[src/rtl/contador_lectura_ctrl.sv]
// Reads the four contador pop counters (idx 0..3) in order, capturing each response
// and flagging any index whose valid_contador does not arrive within TIMEOUT cycles.
module contador_lectura_ctrl #(
    parameter int CNT_W   = 5,
    parameter int TIMEOUT = 8
) (
    input  logic             clk,
    input  logic             reset,
    input  logic             start,
    input  logic             IDLE,
    input  logic             valid_contador,
    input  logic [CNT_W-1:0] contador_out,
    output logic             req,
    output logic [1:0]       idx,
    output logic [CNT_W-1:0] cnt_F0,
    output logic [CNT_W-1:0] cnt_F1,
    output logic [CNT_W-1:0] cnt_F2,
    output logic [CNT_W-1:0] cnt_F3,
    output logic             busy,
    output logic             done,
    output logic [3:0]       err_flags
);

    typedef enum logic [1:0] {
        S_IDLE = 2'd0,
        S_ARM  = 2'd1,
        S_WAIT = 2'd2,
        S_ADV  = 2'd3
    } state_t;

    // Last wait cycle: a valid sampled on this cycle still wins over the timeout.
    localparam logic [3:0] TMO_LAST = 4'(TIMEOUT - 1);

    state_t           state_r;
    logic             pending_r;
    logic [3:0]       tcnt_r;
    logic             req_r;
    logic [1:0]       idx_r;
    logic [CNT_W-1:0] cnt_r [4];
    logic             busy_r;
    logic             done_r;
    logic [3:0]       err_r;

    // Sweep sequencer: state, request pulse, response capture and timeout tracking.
    always_ff @(posedge clk) begin
        if (reset) begin
            state_r   <= S_IDLE;
            pending_r <= 1'b0;
            tcnt_r    <= 4'd0;
            req_r     <= 1'b0;
            idx_r     <= 2'd0;
            busy_r    <= 1'b0;
            done_r    <= 1'b0;
            err_r     <= 4'd0;
            for (int i = 0; i < 4; i++) begin
                cnt_r[i] <= {CNT_W{1'b0}};
            end
        end else begin
            req_r  <= 1'b0;
            done_r <= 1'b0;
            // A start arriving while a sweep is active (including the done cycle) is remembered once.
            if (start && (state_r != S_IDLE)) begin
                pending_r <= 1'b1;
            end
            case (state_r)
                S_IDLE: begin
                    busy_r <= 1'b0;
                    if (start || pending_r) begin
                        err_r     <= 4'd0;
                        pending_r <= 1'b0;
                        idx_r     <= 2'd0;
                        busy_r    <= 1'b1;
                        state_r   <= S_ARM;
                    end
                end
                S_ARM: begin
                    if (IDLE) begin
                        req_r   <= 1'b1;
                        tcnt_r  <= 4'd0;
                        state_r <= S_WAIT;
                    end
                end
                S_WAIT: begin
                    if (valid_contador) begin
                        cnt_r[idx_r] <= contador_out;
                        state_r      <= S_ADV;
                    end else if (tcnt_r == TMO_LAST) begin
                        err_r[idx_r] <= 1'b1;
                        state_r      <= S_ADV;
                    end else begin
                        tcnt_r <= tcnt_r + 4'd1;
                    end
                end
                S_ADV: begin
                    if (idx_r == 2'd3) begin
                        done_r  <= 1'b1;
                        busy_r  <= 1'b0;
                        idx_r   <= 2'd0;
                        state_r <= S_IDLE;
                    end else begin
                        idx_r   <= idx_r + 2'd1;
                        state_r <= S_ARM;
                    end
                end
                default: begin
                    state_r <= S_IDLE;
                end
            endcase
        end
    end

    assign req       = req_r;
    assign idx       = idx_r;
    assign cnt_F0    = cnt_r[0];
    assign cnt_F1    = cnt_r[1];
    assign cnt_F2    = cnt_r[2];
    assign cnt_F3    = cnt_r[3];
    assign busy      = busy_r;
    assign done      = done_r;
    assign err_flags = err_r;

endmodule

[config.mk]
export PLATFORM = sky130hd
export DESIGN_NAME = contador_lectura_ctrl
export DESIGN_NICKNAME = d
export VERILOG_FILES = /design/src/rtl/contador_lectura_ctrl.sv
export SDC_FILE = /design/constraint.sdc
export NUM_CORES = 1
export LEC_CHECK = 0
export CAP_MARGIN = 25
export CORE_AREA = 5 5 75 77
export DETAILED_ROUTE_END_ITERATION = 16
export DIE_AREA = 0 0 80 82
export DONT_BUFFER_PORTS = 1
export GPL_TIMING_DRIVEN = 1
export PLACE_DENSITY = 0.56
export SYNTH_ARGS = -nofsm -noshare
export SYNTH_HDL_FRONTEND = slang
export SYNTH_SLANG_ARGS = --single-unit
[constraint.sdc]
create_clock -name clk -period 1.95 [get_ports clk]
set_input_delay 0.195 -clock clk [delete_from_list [all_inputs] [get_ports clk]]
set_output_delay 0.195 -clock clk [all_outputs]
set_load 0.1 [all_outputs]
==> flow_summary.html, run 1 <==
<table>
<tr><th>Metric</th><th>Value</th></tr>
<tr><th colspan="2">Setup path</th></tr>
<tr><td>Worst flop-to-flop path endpoint</td><td>cnt_r[0][1]</td></tr>
<tr><td>Number of cell instances on the worst register-to-register path</td><td>6</td></tr>
<tr><td>Critical Path RT</td><td>1930 ps</td></tr>
<tr><td>Reg2reg setup slack</td><td>170 ps</td></tr>
<tr><td>Startpoint Class</td><td>register</td></tr>
<tr><td>Master of the slowest instance on the critical path</td><td>dfxtp_1</td></tr>
<tr><td>Largest incremental delay on the critical path</td><td>340 ps</td></tr>
<tr><td>CP startpoint</td><td>state_r[0]</td></tr>
<tr><td>Reg-to-Reg Start</td><td>state_r[0]</td></tr>
<tr><td>Crit path capture type</td><td>register</td></tr>
<tr><td>Highest fanout seen on the critical path</td><td>6</td></tr>
<tr><td>Crit path cell chain</td><td>inv_1, ha_1, nand2_1, or2_1, nor3_2, or2_1</td></tr>
<tr><td>Category of the most critical setup path</td><td>reg -&gt; reg</td></tr>
<tr><td>Crit-path most repeated cell</td><td>or2_1</td></tr>
<tr><td>Data arrival time of the critical path</td><td>1760 ps</td></tr>
<tr><th colspan="2">Drt</th></tr>
<tr><td>Ratio of routed vias to standard cells</td><td>4.75</td></tr>
<tr><td>Number of nets with antenna violations after detailed routing</td><td>0</td></tr>
<tr><td>Per-cell routed wire length</td><td>14.4 um</td></tr>
<tr><td>DRT Pass-1 Iters</td><td>4</td></tr>
<tr><td>Number of violations reported at the end of detailed-routing iteration 0</td><td>50</td></tr>
<tr><td>Count of unresolved DRC violations after routing</td><td>0</td></tr>
<tr><td>Detailed-route via count</td><td>1164</td></tr>
<tr><td>Aggregate routed wire length</td><td>~3.5 mm</td></tr>
<tr><th colspan="2">Final layout</th></tr>
<tr><td>Fillers</td><td>517</td></tr>
<tr><td>Total area of sequential cells</td><td>922 um^2</td></tr>
<tr><td>Finished layout cell area</td><td>around 0.0020 mm^2</td></tr>
<tr><td>Layout cell share with drive strength beyond 1</td><td>0.269</td></tr>
<tr><td>Most common cell after layout, fill and taps aside</td><td>buf_4</td></tr>
<tr><td>Total area of multi-input combinational cells</td><td>689 um^2</td></tr>
<tr><td># diodes</td><td>0</td></tr>
<tr><td>Final Instance Count excl. Fillers</td><td>245</td></tr>
<tr><td>Layout Utilization</td><td>0.410</td></tr>
<tr><td>Commonest cells after routing, fill and taps aside</td><td>buf_4 (30), and2_1 (20), edfxtp_1 (20)</td></tr>
<tr><td>Net count, final</td><td>193</td></tr>
<tr><td>Area growth syn-to-layout</td><td>23.7%</td></tr>
<tr><th colspan="2">Synthesis</th></tr>
<tr><td>Cells after synthesis</td><td>139</td></tr>
<tr><td>Area fraction in compound gates after synthesis</td><td>0.112</td></tr>
<tr><td>Number of synthesized flops with an enable pin</td><td>20</td></tr>
<tr><td>Fraction of the mapped netlist area in simple logic gates</td><td>0.233</td></tr>
<tr><td>Net count after synthesis</td><td>about 160</td></tr>
<tr><td>Portion of the post-synthesis area used by sequential elements</td><td>0.561</td></tr>
<tr><td>Share of synthesized area spent on multiplexers</td><td>0.00610</td></tr>
<tr><td>Mapped cell area</td><td>around 0.0016 mm^2</td></tr>
<tr><td>Average cell area after synthesis</td><td>11.8 um^2</td></tr>
<tr><td>Top_reg_cell synth</td><td>edfxtp_1</td></tr>
<tr><td>Count of distinct cell types in the synthesized netlist</td><td>37</td></tr>
<tr><td>Total of flip-flops plus latches after synthesis</td><td>36</td></tr>
<tr><td>Post-Synth Adder-Cell Area</td><td>0.0686</td></tr>
<tr><td>Warnings from Yosys</td><td>0</td></tr>
<tr><td>Xor-xnor portion of the synthesized cell area</td><td>0</td></tr>
<tr><td>Largest family of logic cells by synthesized area</td><td>simple AND/OR/NAND/NOR gates</td></tr>
<tr><td>Fraction of registers with async set/reset</td><td>0</td></tr>
<tr><th colspan="2">Power</th></tr>
<tr><td>Part of the total power dissipated in sequential elements</td><td>0.419</td></tr>
<tr><td>Total net switching power</td><td>0.845 mW</td></tr>
<tr><td>Combinational Power Share</td><td>0.355</td></tr>
<tr><td>Switching part of the total power</td><td>0.386</td></tr>
<tr><td>Total power divided by cell area</td><td>1080 mW/mm^2</td></tr>
<tr><td>Leakage power</td><td>roughly 0.80 nW</td></tr>
<tr><td>Design internal power</td><td>1.35 mW</td></tr>
<tr><td>Worst IR drop on VDD</td><td>0.646 mV</td></tr>
<tr><td>Share of power burned in the clock network</td><td>0.225</td></tr>
<tr><td>Final Power</td><td>2.19 mW</td></tr>
<tr><th colspan="2">GRT</th></tr>
<tr><td>Number of global-route vias before repair</td><td>between 1000 and 1500</td></tr>
<tr><td>Wire length of the first global-routing pass</td><td>5.75 mm</td></tr>
<tr><td>Pin count of the biggest net entering global routing</td><td>12</td></tr>
<tr><td>Overflow after GRT</td><td>0</td></tr>
<tr><td>Aggregate global-route resource usage</td><td>0.118</td></tr>
<tr><td>Antenna violations before repair</td><td>0</td></tr>
<tr><th colspan="2">Clocking</th></tr>
<tr><td>Total clock buffers created by CTS</td><td>5</td></tr>
<tr><td>Number of clock sinks</td><td>36</td></tr>
<tr><td>Clock latency of the later-clocked register in the worst-skew pair</td><td>280 ps</td></tr>
<tr><td>Maximum number of buffers from clock root to sink</td><td>2</td></tr>
<tr><td>Post-CTS setup buffer count</td><td>0</td></tr>
<tr><td>Number of gates resized after CTS</td><td>0</td></tr>
<tr><td>Clock root buffer</td><td>clkbuf_8</td></tr>
<tr><td>CTS HTree Levels</td><td>2</td></tr>
<tr><td>Clock-pin transition on the worst setup and hold timing paths</td><td>70 ps</td></tr>
<tr><td>TritonCTS clock tree</td><td>built</td></tr>
<tr><th colspan="2">Placed design</th></tr>
<tr><td>Placed wire-length estimate</td><td>roughly 2.7 mm</td></tr>
<tr><td>Post-place setup slack</td><td>approximately 190 ps</td></tr>
<tr><td>GP Congestion</td><td>0.843</td></tr>
<tr><td>Count of buffers inserted at the top-level ports</td><td>0</td></tr>
<tr><td>Number of cells after detailed placement</td><td>between 200 and 250</td></tr>
<tr><td>Cell Area, Placed</td><td>0.00194 mm^2</td></tr>
<tr><th colspan="2">Min path</th></tr>
<tr><td>Hold EP</td><td>req</td></tr>
<tr><td>Cells on Worst Hold Path</td><td>2</td></tr>
<tr><td>Startpoint of the worst hold path</td><td>IDLE</td></tr>
<tr><td>Tightest Hold Check Type</td><td>in -&gt; reg</td></tr>
<tr><th colspan="2">Timing</th></tr>
<tr><td>Max-slew headroom</td><td>0.674</td></tr>
<tr><td>Actual slew at the worst max-slew pin</td><td>485 ps</td></tr>
<tr><td>Worst-case clock skew</td><td>5.57 ps</td></tr>
<tr><td>Final setup violation count</td><td>0</td></tr>
<tr><td>Minimum hold slack</td><td>52.6 ps</td></tr>
<tr><td>Sum Neg Setup Slack</td><td>0 ps</td></tr>
<tr><td>Max Transition Viols Final</td><td>0</td></tr>
<tr><td>Final Worst Setup Slack</td><td>169 ps</td></tr>
<tr><td>Setup repair after global routing missed its margin</td><td>no</td></tr>
<tr><td>Min Clock Period, post-route</td><td>1780 ps</td></tr>
<tr><td>Final Hold Fails</td><td>0</td></tr>
<tr><td>Final cycle utilization of the critical path</td><td>0.913</td></tr>
<tr><td>Maximum clock frequency</td><td>0.561 GHz</td></tr>
<tr><th colspan="2">Job</th></tr>
<tr><td>Reported max-cap violation count</td><td>0</td></tr>
<tr><th colspan="2">Die</th></tr>
<tr><td>Horizontal die dimension</td><td>about 80 um</td></tr>
<tr><td>Die area</td><td>~0.0066 mm^2</td></tr>
<tr><td>Core area</td><td>0.00494 mm^2</td></tr>
<tr><td>I/O pins</td><td>39</td></tr>
<tr><td>Effective utilization at floorplan</td><td>0.332</td></tr>
<tr><td>Height of the chip</td><td>a little over 80 um</td></tr>
<tr><td>Row cnt</td><td>26</td></tr>
<tr><th colspan="2">Outcome</th></tr>
<tr><td>Status</td><td>finished clean</td></tr>
</table>
-- worst max-delay path, delay by kind of cell (launching register included) --
kind / cells / cell delay (ps)
buf+inv: 1 / 120
fa+ha+maj: 1 / 190
simple gates: 4 / 820
flops: 1 / 340
-- how the worst max path moves through the flow --
| stage | to | slack (ps) | depth (start not counted) |
|---|---|---|---|
| after CTS | cnt_r[0][1] | 170 | 6 |
| final | cnt_r[0][1] | 170 | 6 |
| after detailed placement | cnt_r[0][1] | 190 | 6 |
| after floorplan | cnt_r[2][0] | 30 | 2 |
| after global placement | cnt_r[0][1] | 260 | 6 |
| after global routing | cnt_r[1][1] | 6 | 6 |
-- cell families after synthesis --
family	after synthesis
DFF	36
buffers and inverters	7
adders and majority gates	9
muxes	1
and+or+nand+nor	62
AOI/OAI and AO/OA	24
-- power by group through the flow --
stage	Sequential (mW)	Combinational (mW)	Clock, mW
2_1_floorplan	1.20	0.361	0
3_3_place_gp	0.930	0.755	0
3_5_place_dp	0.936	0.781	0
4_1_cts	0.919	0.786	0.512
5_1_grt	0.927	0.853	0.547
6_report	0.919	0.778	0.494
-- sequential cells by signal (all words and copies together) (netlist names) --
| register | cells |
|---|---|
| state_r | 2 |
| idx | 2 |
| err_flags | 4 |
| req | 1 |
| done | 1 |
| pending_r | 1 |
| tcnt_r | 4 |
| busy | 1 |
| cnt_r | 20 |
-- Yosys cell counts (all sizes together) (2+ instances only) --
cell | instances | area [um^2]
or2 | 3 | 18.8
a311oi | 2 | 17.5
edfxtp | 20 | 601
ha | 9 | 113
a21oi | 4 | 20.0
nor2b | 2 | 12.5
buf | 2 | 11.3
a211oi | 2 | 25.0
a22o | 4 | 35.0
nor2 | 14 | 52.6
nand2 | 7 | 26.3
and2 | 20 | 125
a32oi | 3 | 26.3
dfxtp | 16 | 320
inv | 4 | 15.0
nor3 | 4 | 41.3
nand2b | 5 | 33.8
o21ai | 5 | 25.0
-- final cells by class --
cell class                      instances  area share
Sequential cell                        36       0.454
Multi-Input combinational cell         96       0.340
Timing Repair Buffer                   31       0.116
Tap cell                               70      0.0432
Clock buffer                            7      0.0376
Inverter                                4     0.00740
Clock inverter                          1     0.00185
-- per-layer routing --
metal | vias up | share of wire | GRT usage | routed length (um)
met5 | - | 0 | 0 | 0
met4 | 0 | 0.022 | 0.0507 | 76
met3 | 9 | 0.12 | 0.0636 | 408
met2 | 44 | 0.47 | 0.198 | 1650
met1 | 545 | 0.39 | 0.124 | 1390
li1 | 566 | - | - | -
-- what timing repair did --
| item | CTS | global route |
|---|---|---|
| endpoints found under the setup margin | 0 | 0 |
| hold buffers | 1 | 0 |
| endpoints found under the hold margin | 11 | 0 |
No activity file was read; power rests on OpenSTA's default activity.
==> run 2, diff against run 1 <==
--- a/config.mk
+++ b/config.mk
@@ -6,12 +6,14 @@
 export NUM_CORES = 1
 export LEC_CHECK = 0
 export CAP_MARGIN = 25
+export CELL_PAD_IN_SITES_DETAIL_PLACEMENT = 0
+export CELL_PAD_IN_SITES_GLOBAL_PLACEMENT = 1
 export CORE_AREA = 5 5 75 77
 export DETAILED_ROUTE_END_ITERATION = 16
 export DIE_AREA = 0 0 80 82
 export DONT_BUFFER_PORTS = 1
 export GPL_TIMING_DRIVEN = 1
-export PLACE_DENSITY = 0.56
+export PLACE_DENSITY = 0.66
 export SYNTH_ARGS = -nofsm -noshare
 export SYNTH_HDL_FRONTEND = slang
 export SYNTH_SLANG_ARGS = --single-unit
==> flow_summary.html, run 2 (synthesis results as in run 1) <==
<table>
<tr><th>Metric</th><th>Value</th></tr>
<tr><th colspan="2">Setup path</th></tr>
<tr><td>Critical Path RT</td><td>1920 ps (about the same)</td></tr>
<tr><td>Buf+Inv Stages, Crit Path</td><td>1 (unchanged)</td></tr>
<tr><td>Reg2reg setup slack</td><td>150 ps (-20 ps)</td></tr>
<tr><td>CP Capture Point</td><td>cnt_r[0][1]</td></tr>
<tr><td>Total number of cells along the worst setup path</td><td>6 (unchanged)</td></tr>
<tr><td>Largest incremental delay on the critical path</td><td>340 ps (about the same)</td></tr>
<tr><td>Data arrival time of the critical path</td><td>1770 ps (about the same)</td></tr>
<tr><td>Startpoint Class</td><td>register</td></tr>
<tr><td>Kind of cell adding the most delay to the critical path</td><td>simple AND/OR/NAND/NOR gates</td></tr>
<tr><td>Crit path capture type</td><td>register</td></tr>
<tr><td>Number of cell instances on the worst register-to-register path</td><td>6 (unchanged)</td></tr>
<tr><td>Highest fanout seen on the critical path</td><td>6 (unchanged)</td></tr>
<tr><td>CP startpoint</td><td>state_r[0]</td></tr>
<tr><td>Crit path cell chain</td><td>inv_1, ha_1, nand2_1, or2_1, nor3_2, or2_1</td></tr>
<tr><td>Reg-to-Reg Start</td><td>state_r[0]</td></tr>
<tr><td>Crit-path most repeated cell</td><td>or2_1</td></tr>
<tr><td>Worst flop-to-flop path endpoint</td><td>cnt_r[0][1]</td></tr>
<tr><td>Category of the most critical setup path</td><td>reg -&gt; reg</td></tr>
<tr><td>Master of the slowest instance on the critical path</td><td>dfxtp_1</td></tr>
<tr><th colspan="2">Die</th></tr>
<tr><td>Effective utilization at floorplan</td><td>0.332 (unchanged)</td></tr>
<tr><td>I/O pins</td><td>39 (unchanged)</td></tr>
<tr><td>Horizontal die dimension</td><td>80 um (unchanged)</td></tr>
<tr><td>Core area</td><td>0.00494 mm^2 (unchanged)</td></tr>
<tr><td>Height of the chip</td><td>82 um (unchanged)</td></tr>
<tr><td>Row cnt</td><td>26 (unchanged)</td></tr>
<tr><td>Die area</td><td>0.00656 mm^2 (unchanged)</td></tr>
<tr><th colspan="2">Timing</th></tr>
<tr><td>Max-slew headroom</td><td>0.693 (+0.0197)</td></tr>
<tr><td>Setup repair after global routing missed its margin</td><td>no</td></tr>
<tr><td>Sum Neg Setup Slack</td><td>0 ps (unchanged)</td></tr>
<tr><td>Min Clock Period, post-route</td><td>1800 ps (+18.4 ps)</td></tr>
<tr><td>Maximum clock frequency</td><td>0.556 GHz (-1.0%)</td></tr>
<tr><td>Final setup violation count</td><td>0 (unchanged)</td></tr>
<tr><td>Max Transition Viols Final</td><td>0 (unchanged)</td></tr>
<tr><td>Final cycle utilization of the critical path</td><td>0.923 (+0.00941)</td></tr>
<tr><td>Worst-case clock skew</td><td>5.07 ps (-0.496 ps)</td></tr>
<tr><td>Final Hold Fails</td><td>0 (unchanged)</td></tr>
<tr><td>Actual slew at the worst max-slew pin</td><td>456 ps (-29.3 ps)</td></tr>
<tr><td>Final Worst Setup Slack</td><td>150 ps (-18.4 ps)</td></tr>
<tr><th colspan="2">Power</th></tr>
<tr><td>Design internal power</td><td>1.35 mW (+0.20%)</td></tr>
<tr><td>Leakage power</td><td>0.812 nW (+1.0%)</td></tr>
<tr><td>Share of power burned in the clock network</td><td>0.229 (+0.004)</td></tr>
<tr><td>Combinational Power Share</td><td>0.359 (+0.004)</td></tr>
<tr><td>Part of the total power dissipated in sequential elements</td><td>0.412 (-0.007)</td></tr>
<tr><td>Switching part of the total power</td><td>0.395 (+0.00981)</td></tr>
<tr><td>Total net switching power</td><td>0.882 mW (+4.4%)</td></tr>
<tr><td>Total power divided by cell area</td><td>1100 mW/mm^2 (+1.4%)</td></tr>
<tr><td>Worst IR drop on VDD</td><td>0.619 mV (-4.2%)</td></tr>
<tr><td>Final Power</td><td>2.23 mW (+1.8%)</td></tr>
<tr><th colspan="2">Outcome</th></tr>
<tr><td>Status</td><td>finished clean</td></tr>
<tr><th colspan="2">GRT</th></tr>
<tr><td>Antenna violations before repair</td><td>0 (unchanged)</td></tr>
<tr><td>Aggregate global-route resource usage</td><td>0.117 (-0.000806)</td></tr>
<tr><td>Pin count of the biggest net entering global routing</td><td>13 (+1)</td></tr>
<tr><td>Wire length of the first global-routing pass</td><td>5.84 mm (+1.6%)</td></tr>
<tr><td>Overflow after GRT</td><td>0 (unchanged)</td></tr>
<tr><td>Number of global-route vias before repair</td><td>1217 (+5.4%)</td></tr>
<tr><th colspan="2">Clocking</th></tr>
<tr><td>CTS HTree Levels</td><td>2 (unchanged)</td></tr>
<tr><td>Clock root buffer</td><td>clkbuf_8</td></tr>
<tr><td>Maximum number of buffers from clock root to sink</td><td>2 (unchanged)</td></tr>
<tr><td>Total clock buffers created by CTS</td><td>5 (unchanged)</td></tr>
<tr><td>Post-CTS setup buffer count</td><td>0 (unchanged)</td></tr>
<tr><td>Clock-pin transition on the worst setup and hold timing paths</td><td>70 ps (about the same)</td></tr>
<tr><td>Number of clock sinks</td><td>36 (unchanged)</td></tr>
<tr><td>Clock latency of the later-clocked register in the worst-skew pair</td><td>280 ps (about the same)</td></tr>
<tr><td>TritonCTS clock tree</td><td>built</td></tr>
<tr><th colspan="2">Placed design</th></tr>
<tr><td>GP Congestion</td><td>0.767 (-9.1%)</td></tr>
<tr><td>Placed wire-length estimate</td><td>2.68 mm (-1.8%)</td></tr>
<tr><td>Count of buffers inserted at the top-level ports</td><td>0 (unchanged)</td></tr>
<tr><td>Cell Area, Placed</td><td>0.00194 mm^2 (unchanged)</td></tr>
<tr><td>Post-place setup slack</td><td>145 ps (-40.4 ps)</td></tr>
<tr><th colspan="2">Drt</th></tr>
<tr><td>Count of unresolved DRC violations after routing</td><td>0 (unchanged)</td></tr>
<tr><td>Number of nets with antenna violations after detailed routing</td><td>0 (unchanged)</td></tr>
<tr><td>Detailed-route via count</td><td>1167 (+0.26%)</td></tr>
<tr><td>DRT Pass-1 Iters</td><td>4 (unchanged)</td></tr>
<tr><td>Aggregate routed wire length</td><td>3.56 mm (+0.99%)</td></tr>
<tr><td>Number of violations reported at the end of detailed-routing iteration 0</td><td>37 (-26%)</td></tr>
<tr><td>Per-cell routed wire length</td><td>14.5 um (+0.99%)</td></tr>
<tr><td>Ratio of routed vias to standard cells</td><td>4.76 (+0.26%)</td></tr>
<tr><th colspan="2">Job</th></tr>
<tr><td>Reported max-cap violation count</td><td>0 (unchanged)</td></tr>
<tr><th colspan="2">Final layout</th></tr>
<tr><td># diodes</td><td>0 (unchanged)</td></tr>
<tr><td>Number of flip-flops in the largest register</td><td>20 (unchanged)</td></tr>
<tr><td>Commonest cells after routing, fill and taps aside</td><td>buf_4 (30), and2_1 (20), edfxtp_1 (20)</td></tr>
<tr><td>Register ranked first by flip-flop count</td><td>cnt_r</td></tr>
<tr><td>Total area of multi-input combinational cells</td><td>689 um^2 (unchanged)</td></tr>
<tr><td>Layout cell share with drive strength beyond 1</td><td>0.286 (+0.0171)</td></tr>
<tr><td>Net count, final</td><td>193 (unchanged)</td></tr>
<tr><td>Area growth syn-to-layout</td><td>24.2%</td></tr>
<tr><td>Most common cell after layout, fill and taps aside</td><td>buf_4</td></tr>
<tr><td>Fillers</td><td>493 (-4.6%)</td></tr>
<tr><td>Layout Utilization</td><td>0.412 (+0.00152)</td></tr>
<tr><td>Total area of sequential cells</td><td>922 um^2 (unchanged)</td></tr>
<tr><td>Finished layout cell area</td><td>0.00204 mm^2 (+0.37%)</td></tr>
<tr><th colspan="2">Min path</th></tr>
<tr><td>Tightest Hold Check Type</td><td>in -&gt; reg</td></tr>
</table>
run 2: cell count changes in the layout (fill, tap and decap cells not counted):
cell      previous run  this run
clkbuf_1             2         0
clkinv_1             1         0
clkinv_4             0         1
clkinv_2             0         2
run 2: worst min path at each step:
stage / from / slack (ps) / endpoint / depth (start not counted)
after floorplan: IDLE / 330 / req / 2
after global placement: reset / 260 / idx[0] / 1
after detailed placement: reset / 270 / state_r[0] / 1
after CTS: IDLE / 50 / req / 2
after global routing: IDLE / 70 / req / 2
final: IDLE / 60 / req / 2
run 2: power groups by stage:
| stage | Sequential (mW) | Combinational, mW | Clock [mW] |
|---|---|---|---|
| finish | 0.920 | 0.800 | 0.511 |
| global route | 0.931 | 0.856 | 0.564 |
| CTS | 0.920 | 0.806 | 0.530 |
| detailed placement | 0.936 | 0.790 | 0 |
| global placement | 0.930 | 0.758 | 0 |
| floorplan | 1.20 | 0.361 | 0 |
run 2: final cells by class:
class | instances | share of cell area
Clock buffer | 5 | 0.0338
Clock inverter | 3 | 0.00921
Inverter | 4 | 0.00737
Multi-Input combinational cell | 96 | 0.338
Sequential cell | 36 | 0.453
Tap cell | 70 | 0.0430
Timing Repair Buffer | 31 | 0.115
run 2: timing repair:
action	4_1_cts	5_1_grt
hold endpoints to repair	11	0
gates resized for setup	0	0
hold buffers	1	0
run 2: layer usage:
layer	track usage	wire, um
met5	0	0
met1	0.119	1450
met3	0.0450	313
met2	0.214	1760
met4	0.0507	28
run 2: worst register-to-register path: cells and delay by family, from the launching register on:
family / cells / cell delay [ps]
and+or+nand+nor: 4 / 850
buffers and inverters: 1 / 120
DFF: 1 / 340
adders and majority gates: 1 / 180
run 2: metrics by stage:
step / hold WS [ps] / instances
after floorplan: 333 / 139
after global placement: 262 / 236
after detailed placement: 265 / 236
after CTS: 49.1 / 245
after global routing: 66.2 / 245
final: 55.9 / 245
==> run 3, diff against run 2 <==
--- a/config.mk
+++ b/config.mk
@@ -14,6 +14,7 @@
 export DONT_BUFFER_PORTS = 1
 export GPL_TIMING_DRIVEN = 1
 export PLACE_DENSITY = 0.66
+export SLEW_MARGIN = 20
 export SYNTH_ARGS = -nofsm -noshare
 export SYNTH_HDL_FRONTEND = slang
 export SYNTH_SLANG_ARGS = --single-unit
==> results of run 3 <==
Same layout as run 2: the final DEF is identical, and so are final timing and power.
